File: config.mk
export PLATFORM = sky130hd
export DESIGN_NAME = aer_event_buffer
export DESIGN_NICKNAME = d
export VERILOG_FILES = /design/src/rtl/aer_pkg.sv /design/src/rtl/aer_sync.sv /design/src/rtl/aer_event_buffer.sv
export SDC_FILE = /design/constraint.sdc
export NUM_CORES = 1
export LEC_CHECK = 0
export ABC_AREA = 1
export CAP_MARGIN = 25
export CORE_MARGIN = 5
export CORE_UTILIZATION = 43
export DETAILED_ROUTE_END_ITERATION = 10
export SYNTH_ARGS = -nofsm -noshare
export SYNTH_HDL_FRONTEND = slang
export SYNTH_SLANG_ARGS = --single-unit
File: constraint.sdc
create_clock -name clk -period 2.33 [get_ports clk]
set_clock_uncertainty 0.05 [all_clocks]
set_input_delay 0.233 -clock clk [delete_from_list [all_inputs] [get_ports clk]]
set_output_delay 0.233 -clock clk [all_outputs]
set_load 0.02 [all_outputs]
File: src/rtl/aer_pkg.sv
`default_nettype none
// ---------------------------------------------------------------------------
// aer_pkg : state encodings and sizing helpers for the AER event buffer
// Rev 1.0
// ---------------------------------------------------------------------------
package aer_pkg;

  typedef enum logic [0:0] {
    IN_IDLE = 1'b0,
    IN_ACK  = 1'b1
  } in_state_t;

  typedef enum logic [1:0] {
    OUT_IDLE  = 2'd0,
    OUT_SETUP = 2'd1,
    OUT_REQ   = 2'd2,
    OUT_REL   = 2'd3
  } out_state_t;

  // Sizes for the default 16-entry configuration; ptr_width() resizes per instance.
  localparam int DEPTH_DEFAULT = 16;
  localparam int PTR_W = $clog2(DEPTH_DEFAULT);
  localparam int CNT_W = PTR_W + 1;

  function automatic int ptr_width(input int depth);
    return $clog2(depth);
  endfunction

endpackage
`default_nettype wire

File: src/rtl/aer_sync.sv
`default_nettype none
// ---------------------------------------------------------------------------
// aer_sync : multi-flop synchroniser for one asynchronous handshake line
// Rev 1.0
// ---------------------------------------------------------------------------
module aer_sync #(
  parameter int STAGES = 2
) (
  input  logic clk,
  input  logic rst,
  input  logic d,
  output logic q
);

  logic [STAGES-1:0] sr;

  always_ff @(posedge clk) begin
    if (rst) sr <= '0;
    else     sr <= {sr[STAGES-2:0], d};
  end

  assign q = sr[STAGES-1];

endmodule
`default_nettype wire

File: src/rtl/aer_event_buffer.sv
`default_nettype none
// ---------------------------------------------------------------------------
// aer_event_buffer : 4-phase AER in -> FIFO -> 4-phase AER out with min gap
// Rev 1.0
// ---------------------------------------------------------------------------
module aer_event_buffer
  import aer_pkg::*;
#(
  parameter int ADDR_W      = 8,
  parameter int DEPTH       = 16,
  parameter int SYNC_STAGES = 2,
  parameter int GAP_CYCLES  = 0
) (
  input  logic                     clk,
  input  logic                     rst,
  input  logic                     req_in,
  input  logic [ADDR_W-1:0]        addr_in,
  output logic                     ack_in,
  output logic                     req_out,
  output logic [ADDR_W-1:0]        addr_out,
  input  logic                     ack_out,
  output logic [$clog2(DEPTH):0]   fifo_count,
  output logic                     fifo_full,
  output logic                     fifo_empty
);

  localparam int PW       = ptr_width(DEPTH);
  localparam int CW       = PW + 1;
  localparam int PTR_BITS = PW + 1;
  localparam int GW       = (GAP_CYCLES > 0) ? $clog2(GAP_CYCLES + 1) : 1;

  logic              req_s, ack_s;
  in_state_t         in_state, in_next;
  out_state_t        out_state, out_next;
  logic [ADDR_W-1:0] mem [DEPTH];
  logic [PW:0]       wr_ptr, rd_ptr;
  logic [GW-1:0]     gap_cnt;
  logic              wr_en, pop, load_addr, load_gap;
  logic              ack_in_next, req_out_next;

  aer_sync #(.STAGES(SYNC_STAGES)) u_req_sync (.clk(clk), .rst(rst), .d(req_in),  .q(req_s));
  aer_sync #(.STAGES(SYNC_STAGES)) u_ack_sync (.clk(clk), .rst(rst), .d(ack_out), .q(ack_s));

  assign fifo_full  = (fifo_count == CW'(DEPTH));
  assign fifo_empty = (fifo_count == '0);

  // Input side: a full FIFO simply withholds ack_in, so the sender stalls.
  always_comb begin
    in_next     = in_state;
    wr_en       = 1'b0;
    ack_in_next = ack_in;
    case (in_state)
      IN_IDLE: if (req_s && !fifo_full) begin
        wr_en       = 1'b1;
        ack_in_next = 1'b1;
        in_next     = IN_ACK;
      end
      IN_ACK: if (!req_s) begin
        ack_in_next = 1'b0;
        in_next     = IN_IDLE;
      end
      default: in_next = IN_IDLE;
    endcase
  end

  always_comb begin
    out_next     = out_state;
    pop          = 1'b0;
    load_addr    = 1'b0;
    load_gap     = 1'b0;
    req_out_next = req_out;
    case (out_state)
      OUT_IDLE: if (!fifo_empty && gap_cnt == '0) begin
        load_addr = 1'b1;
        out_next  = OUT_SETUP;
      end
      OUT_SETUP: begin
        req_out_next = 1'b1;
        out_next     = OUT_REQ;
      end
      OUT_REQ: if (ack_s) begin
        pop          = 1'b1;
        req_out_next = 1'b0;
        out_next     = OUT_REL;
      end
      OUT_REL: if (!ack_s) begin
        load_gap = 1'b1;
        out_next = OUT_IDLE;
      end
      default: out_next = OUT_IDLE;
    endcase
  end

  always_ff @(posedge clk) begin
    if (rst) begin
      in_state   <= IN_IDLE;
      out_state  <= OUT_IDLE;
      ack_in     <= 1'b0;
      req_out    <= 1'b0;
      addr_out   <= '0;
      wr_ptr     <= '0;
      rd_ptr     <= '0;
      fifo_count <= '0;
      gap_cnt    <= '0;
    end else begin
      in_state  <= in_next;
      out_state <= out_next;
      ack_in    <= ack_in_next;
      req_out   <= req_out_next;
      if (load_addr) addr_out <= mem[rd_ptr[PW-1:0]];
      if (wr_en)     wr_ptr   <= wr_ptr + PTR_BITS'(1);
      if (pop)       rd_ptr   <= rd_ptr + PTR_BITS'(1);
      case ({wr_en, pop})
        2'b10:   fifo_count <= fifo_count + CW'(1);
        2'b01:   fifo_count <= fifo_count - CW'(1);
        default: fifo_count <= fifo_count;
      endcase
      if (load_gap)             gap_cnt <= GW'(GAP_CYCLES);
      else if (gap_cnt != '0)   gap_cnt <= gap_cnt - GW'(1);
    end
  end

  always_ff @(posedge clk) begin
    if (wr_en) mem[wr_ptr[PW-1:0]] <= addr_in;
  end

endmodule
`default_nettype wire

# Word level (Yosys, flattened, before mapping)
# Memory sizes are Yosys's and may differ from the RTL's. A register that Yosys moved wholly into a read port is not among the register bits.
# Cells that the tools add are included.
# W data, S select, Z words.
dict set report totals {
  regBits 25
  mem_bits_rw 128
  in_bits 12
  n_memories 1
}
# name words width read_ports rd_ports_with_merged_regs wr line
set mem_list {}
lappend mem_list {mem 16 8 1 1 1 aer_event_buffer.sv:35} ;# logic [ADDR_W-1:0] mem [DEPTH];
dict set report classes {
  add_sub_neg 5
  n_eq_ne 11
  mux 22
  n_bitwise 2
  n_reduce_logical 12
}
# operator n
set op_table {}
lappend op_table {{$add A5 B1 Y5 const B} 3}
lappend op_table {{$mux W1} 14}
lappend op_table {{$pmux W5 S2} 1}
lappend op_table {{$ne A2 B2 Y1 const B} 4}
lappend op_table {{$pmux W2 S4} 1}
lappend op_table {{$eq A2 B2 Y1 const B} 3}
lappend op_table {{$mux W2} 3}
lappend op_table {{$pmux W1 S2} 3}
lappend op_table {{$eq A5 B5 Y1 const B} 1}
lappend op_table {{$logic_not A5 Y1} 1}
lappend op_table {{$sub A5 B1 Y5 const B} 1}
lappend op_table {{$eq A2 B1 Y1 const B} 2}
lappend op_table {{$reduce_and A2 Y1} 2}
lappend op_table {{$reduce_bool A2 Y1} 2}
lappend op_table {{$reduce_and A3 Y1} 1}
lappend op_table {{$reduce_or A3 Y1} 1}
lappend op_table {{$logic_and A1 B1 Y1} 2}
lappend op_table {{$logic_not A1 Y1} 2}
lappend op_table {{$logic_not A2 Y1} 1}
lappend op_table {{$ne A2 B1 Y1 const B} 1}
lappend op_table {{$not A1 Y1} 2}
lappend op_table {{$sub A1 B1 Y1 const B} 1}

# Longest topological paths before layout
# Gate-level depths: netlist (run 1).
dict set report depth {
  ltp_word 7
  ltp_mapped 15
  depth_no_buf 15
}

# By module
# A second synthesis (run 1) with hierarchy kept.
dict set report unflattened {
  hier_cells 711
  hier_area_um2 6975.4
}
# mod n_inst cells_per_inst area_per_inst_um2 seq_area_each_um2
set modules_own_cells {}
lappend modules_own_cells {aer_event_buffer 1 699 6865.3 4384.2}
lappend modules_own_cells {aer_sync 2 6 55.1 40.0}

# Worst setup path before layout (run 1)
# Ideal clock, no wire load.
dict set report synth_timing {
  kind {reg2reg}
  start {reg fifo_count[2]}
  end {reg fifo_count[4]}
  setup_ns 0.132
  arrival_ns 1.892
  slack_ns 0.255
  stages_incl_launch_ff 15
  period_less_slack_ns 2.075
  path_cell_list {dfxtp_1 -> inv_1 -> nand4_1 -> nand3_2 -> ha_1 -> xor2_1 -> ha_1 -> inv_1 -> nand2_1 -> nand3_1 -> nand2_1 -> nand2_1 -> nand2_1 -> nand2_1 -> a21oi_1}
}
dict set report synth_between {
  elab_chain_cells 7
  elab_cells_between_ends 11
  cone_classes {add/sub: 2; eq/ne: 3; mux: 3; reduce/logical: 3}
}
# element line
set synth_lines {}
lappend synth_lines {{start: declaration} aer_event_buffer.sv:22} ;# output logic [$clog2(DEPTH):0] fifo_count,
lappend synth_lines {{start signal: assignment} aer_event_buffer.sv:114} ;# 2'b10: fifo_count <= fifo_count + CW'(1);
lappend synth_lines {{start signal: assignment} aer_event_buffer.sv:115} ;# 2'b01: fifo_count <= fifo_count - CW'(1);
lappend synth_lines {{start signal: assignment} aer_event_buffer.sv:116} ;# default: fifo_count <= fifo_count;
lappend synth_lines {{$eq A5 B5 Y1} aer_event_buffer.sv:44} ;# assign fifo_full = (fifo_count == CW'(DEPTH));
lappend synth_lines {{$logic_not A1 Y1} aer_event_buffer.sv:53} ;# IN_IDLE: if (req_s && !fifo_full) begin
lappend synth_lines {{$logic_and A1 B1 Y1} aer_event_buffer.sv:53}
lappend synth_lines {{$mux W1} aer_event_buffer.sv:53}
lappend synth_lines {{$mux W1} aer_event_buffer.sv:52} ;# case (in_state)
lappend synth_lines {{$eq A2 B1 Y1 / $eq A2 B2 Y1 (equally long branches)} aer_event_buffer.sv:113} ;# case ({wr_en, pop})
lappend synth_lines {{$pmux W5 S2 / $reduce_bool A2 Y1 (equally long branches)} n/a}
# Several ways; a longest one is shown, not always the timed one.
# A chain may end at the register's enable or synchronous reset.

# Worst setup path after layout (run 1)
dict set report layout_timing {
  start {reg out_state[0]}
  end {reg fifo_count[4]}
}
dict set report layout_between {
  elab_chain_cells 4
  elab_cells_between_ends 6
  cone_classes {eq/ne: 3; mux: 2; reduce/logical: 1}
}
# element line
set layout_lines {}
lappend layout_lines {{start: declaration} aer_event_buffer.sv:34} ;# out_state_t out_state, out_next;
lappend layout_lines {{start signal: assignment} aer_event_buffer.sv:107} ;# out_state <= out_next;
lappend layout_lines {{$eq A2 B2 Y1 *} aer_event_buffer.sv:72} ;# case (out_state)
lappend layout_lines {{$mux W1 *} aer_event_buffer.sv:72}
lappend layout_lines {{named net pop} aer_event_buffer.sv:38} ;# logic wr_en, pop, load_addr, load_gap;
lappend layout_lines {{$eq A2 B1 Y1 / $eq A2 B2 Y1 (equally long branches)} aer_event_buffer.sv:113}
lappend layout_lines {{$pmux W5 S2 / $reduce_bool A2 Y1 (equally long branches)} n/a}
# The timed path passes the listed nets; every way through them passes the cells marked *.

==> results of run 1 <==
kinds of logic after synthesis:
group,after synthesis,synth area share (%)
buffers and inverters,137,8.281
xor gates and xnor gates,4,0.5051
DFF,159,64.37
and+or+nand+nor,355,21.31
other,1,0.05407
adders and majority gates,12,2.165
AOI/OAI and AO/OA,41,3.319
state kept, by name (all words and copies together), names as in the netlist, 2 cells and up:
register / cells
u_req_sync.sr: 2
fifo_count: 5
rd_ptr: 4
u_ack_sync.sr: 2
wr_ptr: 4
out_state: 2
addr_out: 8
mem: 128
worst paths after layout:
| path | startpoint | end | slack, ps | cells past startpoint |
|---|---|---|---|---|
| setup / recovery | out_state[0] | fifo_count[4] | 200 | 15 |
| hold / removal | ack_out | u_ack_sync.sr[0] | 280 | 3 |
| setup reg to reg | out_state[0] | fifo_count[4] | 200 | 15 |
| hold reg to reg | u_ack_sync.sr[0] | u_ack_sync.sr[1] | 350 | 2 |
cells in the mapped netlist:
library cell,n,area [um2]
sky130_fd_sc_hd__a21boi_1,1,7.510
sky130_fd_sc_hd__a21oi_1,14,70.07
sky130_fd_sc_hd__buf_2,12,60.06
sky130_fd_sc_hd__buf_4,8,60.06
sky130_fd_sc_hd__buf_6,2,22.52
sky130_fd_sc_hd__clkbuf_1,7,26.28
sky130_fd_sc_hd__clkinv_1,3,11.26
sky130_fd_sc_hd__conb_1,1,3.750
sky130_fd_sc_hd__dfxtp_1,31,620.6
sky130_fd_sc_hd__edfxtp_1,128,3844
sky130_fd_sc_hd__ha_1,12,150.1
sky130_fd_sc_hd__inv_1,101,379.1
sky130_fd_sc_hd__inv_2,4,15.01
sky130_fd_sc_hd__nand2_1,207,777.0
sky130_fd_sc_hd__nand3_1,98,490.5
sky130_fd_sc_hd__nand3_2,1,10.01
sky130_fd_sc_hd__nand4_1,2,12.51
sky130_fd_sc_hd__nor2_1,43,161.4
sky130_fd_sc_hd__nor2_4,1,11.26
sky130_fd_sc_hd__nor3_1,3,15.01
sky130_fd_sc_hd__o21a_1,9,67.56
sky130_fd_sc_hd__o21ai_0,17,85.08
sky130_fd_sc_hd__xor2_1,4,35.03
through the flow:
step	worst slack (ps)	power, mW
global placement	219.5	3.831
CTS	112.1	6.740
detailed placement	139.8	3.853
global route	14.73	6.933
finish	197.7	6.686
floorplan	255.4	3.607
worst max-delay path: cells and delay by family, from the launching register on:
kind,cells,cell delay [ps]
simple gates,7,520
xor+xnor,1,190
flops,1,360
buf+inv,3,230
compound gates,1,120
fa+ha+maj,3,580
per-layer routing:
layer | vias to the layer above | track usage [%]
met5 | - | 0
met2 | 123 | 28.20
met1 | 2238 | 23.26
met4 | 0 | 7.761
met3 | 22 | 3.088
li1 | 2379 | -
area by class of cell:
| type | count | area [um2] |
|---|---|---|
| multi-input cells | 413 | 1909 |
| well taps | 216 | 270.3 |
| flip-flops and latches | 159 | 4466 |
| clock inverters | 14 | 190.2 |
| clock buffers | 18 | 429.2 |
| repair buffers | 53 | 480.5 |
| fillers | 1406 | 7677 |
| inverters | 108 | 405.4 |
power by group:
group          leakage, nW  internal [mW]  switching [mW]
clock                0.290           1.79            1.10
sequential            1.41           3.13          0.0484
combinational         1.70          0.231           0.378
total                 3.39           5.16            1.53
what timing repair did:
item,4_1_cts,5_1_grt
gates resized for setup,0,2
setup buffers,0,0
hold endpoints to repair,0,0
endpoints found under the setup margin,0,1
==> flow_results.xml, run 1 <==
<?xml version="1.0" encoding="UTF-8"?>
<metrics>
  <group name="cells_and_area">
    <metric name="commonest_cells_after_routing_fill_and_taps_aside" unit="">207 x sky130_fd_sc_hd__nand2_1, 128 x sky130_fd_sc_hd__edfxtp_1, 101 x sky130_fd_sc_hd__inv_1</metric>
    <metric name="design.final.nets" unit="">776</metric>
    <metric name="utilization" unit="%">51.49</metric>
    <metric name="layout.cells.non_filler" unit="">981</metric>
    <metric name="layout.cell_area.non_filler" unit="um2">8150</metric>
    <metric name="area_growth" unit="%">17.52</metric>
    <metric name="mostFrequentLayoutCell" unit="">sky130_fd_sc_hd__nand2_1</metric>
    <metric name="post_route_cells_drive_above_1_share" unit="%">8.235</metric>
    <metric name="diodes" unit="">0</metric>
  </group>
  <group name="run_status">
    <metric name="run_status" unit="">completed</metric>
  </group>
  <group name="critical_path">
    <metric name="max_stage_delay" unit="ps">360</metric>
    <metric name="worst_ep_arrival_time" unit="ps">2430</metric>
    <metric name="critical-path-slowest-cell" unit="">sky130_fd_sc_hd__dfxtp_1</metric>
    <metric name="crit_fanout" unit="">5</metric>
    <metric name="timing.critical_path.cells" unit="">inv_1 &gt; ha_1 &gt; nand2_1 &gt; inv_1 &gt; ha_4 &gt; xor2_1 &gt; ha_1 &gt; inv_1 &gt; nand2_1 &gt; nand3_1 &gt; nand2_1 &gt; nand2_1 &gt; nand2_1 &gt; nand2_1 &gt; a21oi_1</metric>
    <metric name="cpMostUsedCell" unit="">sky130_fd_sc_hd__nand2_1</metric>
    <metric name="critical_path.startpoint_type" unit="">flip-flop</metric>
    <metric name="end_kind" unit="">flip-flop</metric>
    <metric name="worst_ep_required_time" unit="ps">2630</metric>
    <metric name="critPathKind" unit="">reg2reg</metric>
  </group>
  <group name="yosys">
    <metric name="synth.avg_cell_area" unit="um2">9.782</metric>
    <metric name="ys_seq_elements" unit="">159</metric>
    <metric name="synth.lib_cells_used.distinct" unit="">23</metric>
    <metric name="synthesis.instances" unit="">709</metric>
    <metric name="yosysSeqAreaShare" unit="%">64.37</metric>
    <metric name="yosysWarnings" unit="">0</metric>
    <metric name="synthesized_cell_area" unit="um2">6935</metric>
    <metric name="synthesis.nets" unit="">733</metric>
  </group>
  <group name="global_routing">
    <metric name="grt_pass1_wl" unit="um">24300</metric>
    <metric name="grt_start_max_net_pins" unit="">67</metric>
    <metric name="antenna_found_initial" unit="">0</metric>
    <metric name="vias_in_the_first_global_route" unit="">4530</metric>
    <metric name="grt_overflow_total" unit="">0</metric>
    <metric name="track_usage" unit="%">17.52</metric>
  </group>
  <group name="clock_tree">
    <metric name="cts.sink_count" unit="">159</metric>
    <metric name="clock-root-buffer" unit="">sky130_fd_sc_hd__clkbuf_16</metric>
    <metric name="cts_max_level" unit="">4</metric>
    <metric name="cts-buffers-inserted" unit="">17</metric>
    <metric name="clock_insertion_delay_worst_skew" unit="ps">420</metric>
    <metric name="cts-hold-fix-buffers" unit="">0</metric>
    <metric name="worst_setup_hold_path_clk_slew" unit="ps">60</metric>
    <metric name="tritoncts" unit="">yes</metric>
    <metric name="ctsLongestPathBuffers" unit="">2</metric>
  </group>
  <group name="timing">
    <metric name="setup_viol_count_final" unit="">0</metric>
    <metric name="report.final.slew_viol_count" unit="">0</metric>
    <metric name="worst_slew_margin_rel" unit="%">45.48</metric>
    <metric name="final_hold_viol_count" unit="">0</metric>
    <metric name="rsz0062_at_grt" unit="">no</metric>
    <metric name="layout_min_cycle_time" unit="ps">2132</metric>
    <metric name="tightestPinTransition" unit="ps">815.3</metric>
    <metric name="period_share" unit="%">91.52</metric>
    <metric name="setup_tns" unit="ps">0</metric>
    <metric name="maxClockFrequency" unit="MHz">469.0</metric>
    <metric name="whs" unit="ps">275.5</metric>
  </group>
  <group name="drt">
    <metric name="drt_iter0_markers" unit="">455</metric>
    <metric name="drt-total-wl" unit="um">15660</metric>
    <metric name="post_drt_wl_per_cell" unit="um">15.96</metric>
    <metric name="drt_pre_antenna_iters" unit="">4</metric>
    <metric name="dr_wl_met3" unit="um">678</metric>
    <metric name="drc_errors" unit="">0</metric>
    <metric name="antenna_violating_nets_post_route" unit="">0</metric>
    <metric name="routed-via-count" unit="">4762</metric>
    <metric name="highest_layer" unit="">met4</metric>
    <metric name="routed_length_on_met2" unit="um">7613</metric>
    <metric name="drt-met1-wl" unit="um">6962</metric>
    <metric name="post_drt_via_cell_ratio" unit="">4.854</metric>
  </group>
  <group name="hold_path">
    <metric name="worstHoldPathType" unit="">in2reg</metric>
  </group>
  <group name="placement">
    <metric name="post_detailed_placement_half_perimeter_wirelength" unit="um">9912</metric>
    <metric name="place.port_buffers" unit="">28</metric>
    <metric name="place.gp.congestion" unit="">0.8761</metric>
    <metric name="detailed_place.area" unit="um2">7518</metric>
    <metric name="placed_cells" unit="">949</metric>
  </group>
  <group name="power">
    <metric name="power.density" unit="nW/um2">820.4</metric>
    <metric name="leakage" unit="nW">3.392</metric>
    <metric name="ir_worst_vdd" unit="mV">0.4552</metric>
  </group>
  <group name="job">
    <metric name="max-cap-violations" unit="">0</metric>
  </group>
  <group name="die">
    <metric name="initial_core_util" unit="%">43.82</metric>
    <metric name="die_area" unit="um2">18770</metric>
    <metric name="io_pins" unit="">29</metric>
    <metric name="vertical_die_dimension" unit="um">137</metric>
    <metric name="fp.dieW" unit="um">137</metric>
    <metric name="placement_rows" unit="">46</metric>
    <metric name="coreArea" unit="um2">15830</metric>
  </group>
</metrics>
(Power assumes the default switching activity.)
==> inputs of run 2 (changes only) <==
CORE_UTILIZATION = 25   (was 43)
GPL_TIMING_DRIVEN = 0   (was unset)
==> flow_results.xml, run 2 (synthesized netlist as in run 1, its figures left out) <==
<?xml version="1.0" encoding="UTF-8"?>
<metrics>
  <group name="run_status">
    <metric name="run_status" unit="">completed</metric>
  </group>
  <group name="timing">
    <metric name="rsz0062_at_grt" unit="">yes</metric>
    <metric name="worst_slew_margin_rel" unit="%">43.30</metric>
    <metric name="report.final.slew_viol_count" unit="">0</metric>
    <metric name="layout_min_cycle_time" unit="ps">2270</metric>
    <metric name="setup_viol_count_final" unit="">0</metric>
    <metric name="final_hold_viol_count" unit="">0</metric>
    <metric name="tightestPinTransition" unit="ps">847.8</metric>
    <metric name="maxClockFrequency" unit="MHz">440.5</metric>
    <metric name="period_share" unit="%">97.44</metric>
    <metric name="whs" unit="ps">267.5</metric>
  </group>
  <group name="drt">
    <metric name="post_drt_via_cell_ratio" unit="">4.251</metric>
    <metric name="post_drt_wl_per_cell" unit="um">15.17</metric>
    <metric name="drc_errors" unit="">0</metric>
    <metric name="routed-via-count" unit="">4872</metric>
    <metric name="drt_iter0_markers" unit="">389</metric>
    <metric name="drt-total-wl" unit="um">17380</metric>
    <metric name="antenna_violating_nets_post_route" unit="">0</metric>
    <metric name="drt_pre_antenna_iters" unit="">5</metric>
  </group>
  <group name="critical_path">
    <metric name="crit_fanout" unit="">8</metric>
    <metric name="end_kind" unit="">flip-flop</metric>
    <metric name="worst_ep_required_time" unit="ps">2340</metric>
    <metric name="worst-r2r-setup-slack" unit="ps">60</metric>
    <metric name="critPathKind" unit="">reg2reg</metric>
    <metric name="worst_r2r_path_depth" unit="">6</metric>
    <metric name="rr_endpoint" unit="">mem[13][0]</metric>
    <metric name="worst_ep_arrival_time" unit="ps">2280</metric>
    <metric name="rr_startpoint" unit="">fifo_count[2]</metric>
    <metric name="critical_path.startpoint_type" unit="">flip-flop</metric>
  </group>
  <group name="cells_and_area">
    <metric name="multiInputGateArea" unit="um2">1957</metric>
    <metric name="design.final.nets" unit="">780</metric>
    <metric name="diodes" unit="">0</metric>
    <metric name="ff_latch_area" unit="um2">4464</metric>
    <metric name="layout.filler_cells" unit="">2814</metric>
    <metric name="largest_register_ff_count" unit="">128</metric>
    <metric name="commonest_cells_after_routing_fill_and_taps_aside" unit="">206 x sky130_fd_sc_hd__nand2_1, 128 x sky130_fd_sc_hd__edfxtp_1, 100 x sky130_fd_sc_hd__inv_1</metric>
    <metric name="post_route_cells_drive_above_1_share" unit="%">9.505</metric>
    <metric name="mostFrequentLayoutCell" unit="">sky130_fd_sc_hd__nand2_1</metric>
    <metric name="area_growth" unit="%">20.60</metric>
  </group>
  <group name="die">
    <metric name="coreArea" unit="um2">27550</metric>
    <metric name="initial_core_util" unit="%">25.17</metric>
    <metric name="fp.dieW" unit="um">176.6</metric>
    <metric name="vertical_die_dimension" unit="um">176.6</metric>
    <metric name="io_pins" unit="">29</metric>
    <metric name="placement_rows" unit="">61</metric>
    <metric name="die_area" unit="um2">31170</metric>
  </group>
  <group name="power">
    <metric name="total_power" unit="mW">6.738</metric>
    <metric name="p_switching" unit="mW">1.580</metric>
    <metric name="p_int" unit="mW">5.159</metric>
    <metric name="pwr-share-seq" unit="%">47.3</metric>
    <metric name="ir_worst_vdd" unit="mV">0.4975</metric>
    <metric name="clock_power_share" unit="%">43.4</metric>
    <metric name="power.density" unit="nW/um2">805.6</metric>
    <metric name="power.share.combinational" unit="%">9.3</metric>
    <metric name="leakage" unit="nW">3.358</metric>
    <metric name="switching_share" unit="%">23.44</metric>
  </group>
  <group name="global_routing">
    <metric name="vias_in_the_first_global_route" unit="">4683</metric>
    <metric name="grt_start_max_net_pins" unit="">17</metric>
    <metric name="track_usage" unit="%">11.39</metric>
    <metric name="grt_pass1_wl" unit="um">26570</metric>
    <metric name="grt_overflow_total" unit="">0</metric>
    <metric name="antenna_found_initial" unit="">0</metric>
  </group>
  <group name="hold_path">
    <metric name="worstHoldPathType" unit="">in2reg</metric>
    <metric name="whs_endpoint" unit="">u_ack_sync.sr[0]</metric>
    <metric name="hold-path-cell-count" unit="">3</metric>
    <metric name="holdCritStartpoint" unit="">ack_out</metric>
  </group>
  <group name="clock_tree">
    <metric name="clock_insertion_delay_worst_skew" unit="ps">430</metric>
    <metric name="worst_setup_hold_path_clk_slew" unit="ps">60</metric>
    <metric name="ctsLongestPathBuffers" unit="">2</metric>
    <metric name="cts.sink_count" unit="">159</metric>
    <metric name="setup_buffers_after_cts" unit="">0</metric>
    <metric name="cts-hold-fix-buffers" unit="">0</metric>
    <metric name="clock-root-buffer" unit="">sky130_fd_sc_hd__clkbuf_16</metric>
    <metric name="cts-buffers-inserted" unit="">17</metric>
    <metric name="cts_max_level" unit="">4</metric>
    <metric name="tritoncts" unit="">yes</metric>
  </group>
  <group name="job">
    <metric name="max-cap-violations" unit="">0</metric>
  </group>
  <group name="placement">
    <metric name="post_detailed_placement_half_perimeter_wirelength" unit="um">12020</metric>
    <metric name="place.port_buffers" unit="">28</metric>
    <metric name="place.gp.congestion" unit="">0.9349</metric>
  </group>
</metrics>
-- run 2: how the worst max path moves through the flow --
stage                   from            end  depth (start not counted)
5_1_grt        fifo_count[2]     mem[13][1]                          6
3_5_place_dp   fifo_count[0]      mem[5][2]                          6
2_1_floorplan  fifo_count[2]  fifo_count[4]                         14
3_3_place_gp   fifo_count[2]      mem[5][1]                          6
4_1_cts        fifo_count[2]      mem[2][7]                          6
6_report       fifo_count[2]     mem[13][0]                          6
-- run 2: critical path, cell delays in order (launching register included) --
cell and delay [ps]:
sky130_fd_sc_hd__dfxtp_1 380, sky130_fd_sc_hd__inv_1 110, sky130_fd_sc_hd__nand4_1 190, sky130_fd_sc_hd__nand3_4 150
sky130_fd_sc_hd__inv_1 200, sky130_fd_sc_hd__nand2_1 160, sky130_fd_sc_hd__nor2_1 660
-- run 2: final cells by class --
| type | count | share of cell area, % |
|---|---|---|
| buffer | 29 | 2.019 |
| sequential | 159 | 53.37 |
| multi-input combinational | 413 | 23.40 |
| clock buffer | 17 | 5.086 |
| inverter | 108 | 4.847 |
| clock inverter | 14 | 2.274 |
| timing repair buffer | 28 | 3.351 |
| tap | 378 | 5.654 |
-- run 2: stage by stage --
stage	util, %	worst slack [ps]	cells	setup TNS (ps)	cell area [um2]
floorplan	-	255.4	709	0	6935
global placement	27.91	-5.407	1115	-73.12	7689
detailed placement	27.91	-46.91	1115	-915.9	7689
CTS	30.20	7.667	1146	0	8322
global route	30.36	-136.8	1146	-2940	8364
finish	30.36	59.65	1146	0	8364
-- run 2: timing repair --
action	4_1_cts	5_1_grt
resized for setup	7	12
setup endpoints to repair	40	82
hold endpoints to repair	0	0
-- run 2: power by group through the flow --
stage	Sequential (mW)	Clock, mW	Combinational [mW]
floorplan	3.28	0	0.325
global placement	3.25	0	0.617
detailed placement	3.25	0	0.627
CTS	3.19	2.97	0.630
global route	3.19	3.11	0.699
finish	3.18	2.92	0.630
-- run 2: layer usage --
layer | vias up | share of wire (%) | track usage, % | wire (um)
met5 | - | 0 | 0 | 0
met3 | 29 | 6.5 | 3.833 | 1138
met4 | 0 | 2.5 | 3.868 | 427
met1 | 2336 | 43 | 14.12 | 7542
met2 | 119 | 48 | 18.67 | 8276
li1 | 2388 | - | - | -
